`src/rtl/instr_fetch.sv`:
```
// Instruction fetch unit: FETCH/EXEC FSM holding one instruction and computing the next pc.
// Optional fetch-wait timeout with a sticky error flag is enabled by defining FETCH_TIMEOUT_EN.
module instr_fetch #(
    parameter logic [31:0] RESET_PC       = 32'h0000_0000,
    parameter int unsigned TIMEOUT_CYCLES = 255
) (
    input  logic        clk,
    input  logic        reset,
    input  logic        stall,
    output logic        imem_req,
    output logic [31:0] imem_addr,
    input  logic        imem_ack,
    input  logic [31:0] imem_rdata,
    input  logic        beq,
    input  logic        bne,
    input  logic        jump,
    input  logic        zero,
    output logic [31:0] instr,
    output logic [5:0]  opcode,
    output logic [31:0] pc,
    output logic [31:0] pc_plus4,
    output logic        instr_valid,
    output logic        fetch_err
);

    typedef enum logic {
        FETCH = 1'b0,
        EXEC  = 1'b1
    } state_t;

    // Low address bits are forced to zero so pc stays word aligned from reset onward.
    localparam logic [31:0] RESET_PC_ALIGNED = {RESET_PC[31:2], 2'b00};

    // The wait counter is 8 bits wide, so the limit must fit.
    if (TIMEOUT_CYCLES < 1 || TIMEOUT_CYCLES > 255) begin : g_timeout_range_check
        $error("instr_fetch: TIMEOUT_CYCLES must be in 1..255");
    end

    state_t      state_reg;
    state_t      state_next;
    logic [31:0] pc_reg;
    logic [31:0] pc_next;
    logic [31:0] instr_reg;
    logic [31:0] instr_next;
    logic        valid_reg;
    logic        valid_next;

    logic [31:0] seq_pc;
    logic [31:0] branch_offset;
    logic [31:0] branch_target;
    logic [31:0] jump_target;
    logic        taken;
    logic [31:0] redirect_pc;
    logic        exec_exit;
    logic        fetch_done;

    // ---------------- FSM: state register ----------------
    always_ff @(posedge clk) begin
        if (reset) begin
            state_reg <= FETCH;
        end else begin
            state_reg <= state_next;
        end
    end

    // ---------------- FSM: next-state logic ----------------
    always_comb begin
        state_next = state_reg;
        case (state_reg)
            FETCH:   if (imem_ack) state_next = EXEC;
            EXEC:    if (!stall)   state_next = FETCH;
            default: state_next = FETCH;
        endcase
    end

    // ---------------- FSM: output logic ----------------
    // Request is masked during reset so a pending fetch is abandoned immediately.
    always_comb begin
        imem_req   = 1'b0;
        fetch_done = 1'b0;
        exec_exit  = 1'b0;
        case (state_reg)
            FETCH: begin
                imem_req   = ~reset;
                fetch_done = imem_ack;
            end
            EXEC: begin
                exec_exit = ~stall;
            end
            default: begin
                imem_req = 1'b0;
            end
        endcase
    end

    // ---------------- next-pc selection ----------------
    always_comb begin
        seq_pc        = pc_reg + 32'd4;
        branch_offset = {{14{instr_reg[15]}}, instr_reg[15:0], 2'b00};
        branch_target = seq_pc + branch_offset;
        jump_target   = {seq_pc[31:28], instr_reg[25:0], 2'b00};
        taken         = (beq & zero) | (bne & ~zero);
        if (jump) begin
            redirect_pc = jump_target;
        end else if (taken) begin
            redirect_pc = branch_target;
        end else begin
            redirect_pc = seq_pc;
        end
    end

    // ---------------- datapath next values ----------------
    // Control inputs only matter on the EXEC exit edge; elsewhere pc simply holds.
    always_comb begin
        pc_next    = pc_reg;
        instr_next = instr_reg;
        valid_next = valid_reg;
        if (fetch_done) begin
            instr_next = imem_rdata;
            valid_next = 1'b1;
        end
        if (exec_exit) begin
            pc_next    = redirect_pc;
            valid_next = 1'b0;
        end
    end

    always_ff @(posedge clk) begin
        if (reset) begin
            pc_reg    <= RESET_PC_ALIGNED;
            instr_reg <= 32'd0;
            valid_reg <= 1'b0;
        end else begin
            pc_reg    <= pc_next;
            instr_reg <= instr_next;
            valid_reg <= valid_next;
        end
    end

`ifdef FETCH_TIMEOUT_EN
    localparam logic [7:0] TIMEOUT_LIMIT = 8'(TIMEOUT_CYCLES);

    logic [7:0] wait_cnt_reg;
    logic [7:0] wait_cnt_next;
    logic       fetch_err_reg;
    logic       fetch_err_next;

    // Counts consecutive unacknowledged FETCH cycles; on hitting the limit the
    // error latches and the count restarts while the request keeps retrying.
    always_comb begin
        wait_cnt_next  = wait_cnt_reg;
        fetch_err_next = fetch_err_reg;
        if (state_reg == FETCH) begin
            if (imem_ack) begin
                wait_cnt_next = 8'd0;
            end else if (wait_cnt_reg + 8'd1 == TIMEOUT_LIMIT) begin
                wait_cnt_next  = 8'd0;
                fetch_err_next = 1'b1;
            end else begin
                wait_cnt_next = wait_cnt_reg + 8'd1;
            end
        end else begin
            wait_cnt_next = 8'd0;
        end
    end

    always_ff @(posedge clk) begin
        if (reset) begin
            wait_cnt_reg  <= 8'd0;
            fetch_err_reg <= 1'b0;
        end else begin
            wait_cnt_reg  <= wait_cnt_next;
            fetch_err_reg <= fetch_err_next;
        end
    end

    assign fetch_err = fetch_err_reg;
`else
    assign fetch_err = 1'b0;
`endif

    assign imem_addr   = pc_reg;
    assign pc          = pc_reg;
    assign pc_plus4    = seq_pc;
    assign instr       = instr_reg;
    assign opcode      = instr_reg[31:26];
    assign instr_valid = valid_reg;

endmodule

```
`config.mk`:
```
export PLATFORM = sky130hd
export DESIGN_NAME = instr_fetch
export DESIGN_NICKNAME = d
export VERILOG_FILES = /design/src/rtl/instr_fetch.sv
export SDC_FILE = /design/constraint.sdc
export NUM_CORES = 1
export LEC_CHECK = 0
export ABC_AREA = 0
export CAP_MARGIN = 20
export CORE_MARGIN = 2
export CORE_UTILIZATION = 51
export CTS_BUF_LIST = sky130_fd_sc_hd__clkbuf_16
export DETAILED_ROUTE_END_ITERATION = 7
export PLACE_DENSITY = 0.95
export SYNTH_ARGS = -nofsm -noshare
export SYNTH_HDL_FRONTEND = slang
export SYNTH_SLANG_ARGS = --single-unit
export TNS_END_PERCENT = 30
```
`constraint.sdc`:
```
create_clock -name clk -period 9.01 [get_ports clk]
set_input_delay 0.901 -clock clk [delete_from_list [all_inputs] [get_ports clk]]
set_output_delay 0.901 -clock clk [all_outputs]
set_load 0.03 [all_outputs]
```
==> impl_metrics.json <==
{
  "status": "complete, but fails checks",
  "violations": "DRC",
  "nets": 906,
  "io_buffers": 169,
  "yosysMostFrequentCell": "nand2_1",
  "grt-ovfl-total": 0,
  "synth_common_cells": "126 x nand2_1, 78 x a21oi_1, 64 x dfxtp_1",
  "start_util_pct": 52.1,
  "avgSynthCellArea_um2": 7.48,
  "die_y_um": 106,
  "area_growth_pct": 33.2,
  "design_area_um2": 7110,
  "fp.dieW_um": 106,
  "antenna_cells": 0,
  "criticalPathCategory": "input pin to register",
  "end_kind": "register",
  "worst_ep_arrival_time_ps": 4620,
  "leakage_nw": 2.92,
  "critPathBufInv": 2,
  "htree_levels": 3,
  "synth_top_area_share_pct": 24.0,
  "post_cts_buffers": 0,
  "rrSetupSlack_ps": 4940,
  "synthFlopType": "dfxtp_1",
  "cts_hold_buf": 0,
  "crit_slowest_cell": "clkdlybuf4s50_1",
  "slew_viol_final": 0,
  "wl_per_cell_um": 18.0,
  "ir_worst_vdd_uv": 105,
  "clock.fmax_ghz": 0.228,
  "gp_congestion": 0.932,
  "num_vias": 5950,
  "cpPeakStageDelay_ps": 970,
  "cp_max_fo": 28,
  "cts_resized": 0,
  "first_pass_iters": 8,
  "finalCritPeriodShare_pct": 48.6,
  "final_hold_viol_count": 0,
  "row_count": 37,
  "dp_hpwl_um": 12700,
  "slew_headroom_pct": 27.0,
  "grt_start_max_net_pins": 59,
  "antenna_found_initial": 0,
  "worstMarginPinSlew_ps": 1100,
  "grt_pass1_vias": 5534,
  "pre_cts_slack_ps": 4620,
  "core_area_um2": 10200,
  "final_antenna_net_count": 0,
  "clk_pin_slew_ps": 60,
  "drcViolationCount": 1,
  "ios": 177,
  "clock_sinks": 64,
  "drt_wl_total_um": 17500,
  "yosysTopAreaCell": "dfxtp_1",
  "power_density_nw_per_um2": 133,
  "grt_pass1_wl_um": 27300,
  "cp_common_cell": "nand2_1",
  "cts_buffer_depth": 2,
  "drv_cap": 0,
  "synthCells": 713,
  "ctsRootBufferMaster": "clkbuf_16",
  "vias_per_cell": 6.13,
  "crit_chain": "clkdlybuf4s50_1, clkinv_1, nand2_1, a21oi_1, nand2_1, nor2_1, or4_1, a311oi_1",
  "cts_tree": "built",
  "grt_usage_pct": 29.9,
  "postPlaceCellArea_um2": 6790,
  "cp.required_ps": 9250,
  "synth-seq-cells": 64,
  "die-area_um2": 11300,
  "cp_top_family": "buffers and inverters",
  "setup_viol": 0,
  "yosys_warnings": 0,
  "seq_area_frac_synth_pct": 24.0,
  "setup_slack_ps": 4630,
  "hp-class": "register to register",
  "fin_crit_ps": 4380,
  "cp-start-kind": "input pin",
  "largest_reg_flops": 32,
  "rsz0062_at_grt": "false",
  "synth_edf_count": 0,
  "cts_buffers": 9,
  "clock_latency_ps": 330,
  "syn-cell-area_um2": 5340,
  "drive_gt1_share_pct": 4.92,
  "ys_types": 71,
  "async_flop_share_pct": 0,
  "synthTopCellsByArea": "dfxtp_1 24%, nand2_1 8.9%, ha_1 8.4%, a21oi_1 7.3%, buf_4 6.1%",
  "fin_tns_setup_ps": 0,
  "fin_worst_skew_ps": 7.50,
  "drtIter0Drc": 589
}
routing by layer:
layer / part of all wire, % / vias up / track usage, %
li1: - / 2744 / -
met1: 39 / 2730 / 38.2
met2: 46 / 386 / 48.0
met3: 11 / 90 / 6.99
met4: 4.1 / 0 / 13.3
met5: 0 / - / 0
tightest hold or removal path, stage by stage (launching register included):
cell     delay (ps)
dfxtp_1         310
nand2_1          50
a21oi_1          50
cell usage in the layout (no fill, tap or decap), types with 3 or more instances in the layout:
master and n:
clkdlybuf4s50_1 168, nand2_1 126, a21oi_1 78, dfxtp_1 64
nor2_1 48, ha_1 36, xnor2_1 27, nand3_1 24
o21ai_0 23, a21o_1 23, o211ai_1 16, inv_1 15
xor2_1 14, nand4_1 10, nor3_1 9, clkbuf_16 9
and3_1 8, a31oi_1 8, or3_1 7, conb_1 7
a211oi_1 6, o21a_1 6, buf_4 6, o21ai_1 5
o31a_1 5, a221oi_1 4, o31ai_1 4, nand3_2 3
nand2b_1 3, clkinv_1 3, o21bai_1 3, or2_2 3
mux2i_1 3, a221o_1 3, o221ai_1 3, o311ai_0 3
report_power, final:
part / leakage (nW) / switching, mW / internal, mW
clock: 0.152 / 0.130 / 0.240
combinational: 2.25 / 0.153 / 0.0991
sequential: 0.523 / 0.0226 / 0.298
total: 2.92 / 0.306 / 0.636
path summary, 6_finish.rpt:
check	from	end	depth (start not counted)
max	jump	imem_addr[27]	8
min	instr[31]	instr[31]	2
max reg2reg	imem_addr[2]	imem_addr[31]	14
min reg2reg	instr[31]	instr[31]	2
per-stage QoR:
step	util, %	power (mW)	hold WS, ps	instances
final	69.5	0.942	469	970
after global routing	69.5	0.971	500	970
after CTS	69.5	0.939	474	970
after detailed placement	66.4	0.571	466	954
after global placement	66.4	0.567	449	954
after floorplan	-	0.484	514	719
area by class of cell:
type	count	area (µm²)
Sequential cell	64	1280
Clock buffer	9	225
Multi-Input combinational cell	564	3550
Inverter	15	56.3
Timing Repair Buffer	175	1730
Clock inverter	7	87.6
Tap cell	136	170
Fill cell	789	3120
kinds of logic (layout without fill, tap and decap cells):
logic type | Yosys count | in the layout | share of synthesized area (%)
simple gates | 262 | 262 | 23.5
fa+ha+maj | 37 | 37 | 8.82
buf+inv | 91 | 206 | 9.83
other cells | 1 | 7 | 0.0703
xor+xnor | 42 | 42 | 7.15
compound gates | 211 | 211 | 25.5
flops | 64 | 64 | 24.0
mux | 5 | 5 | 1.03
(Power assumes the default switching activity.)
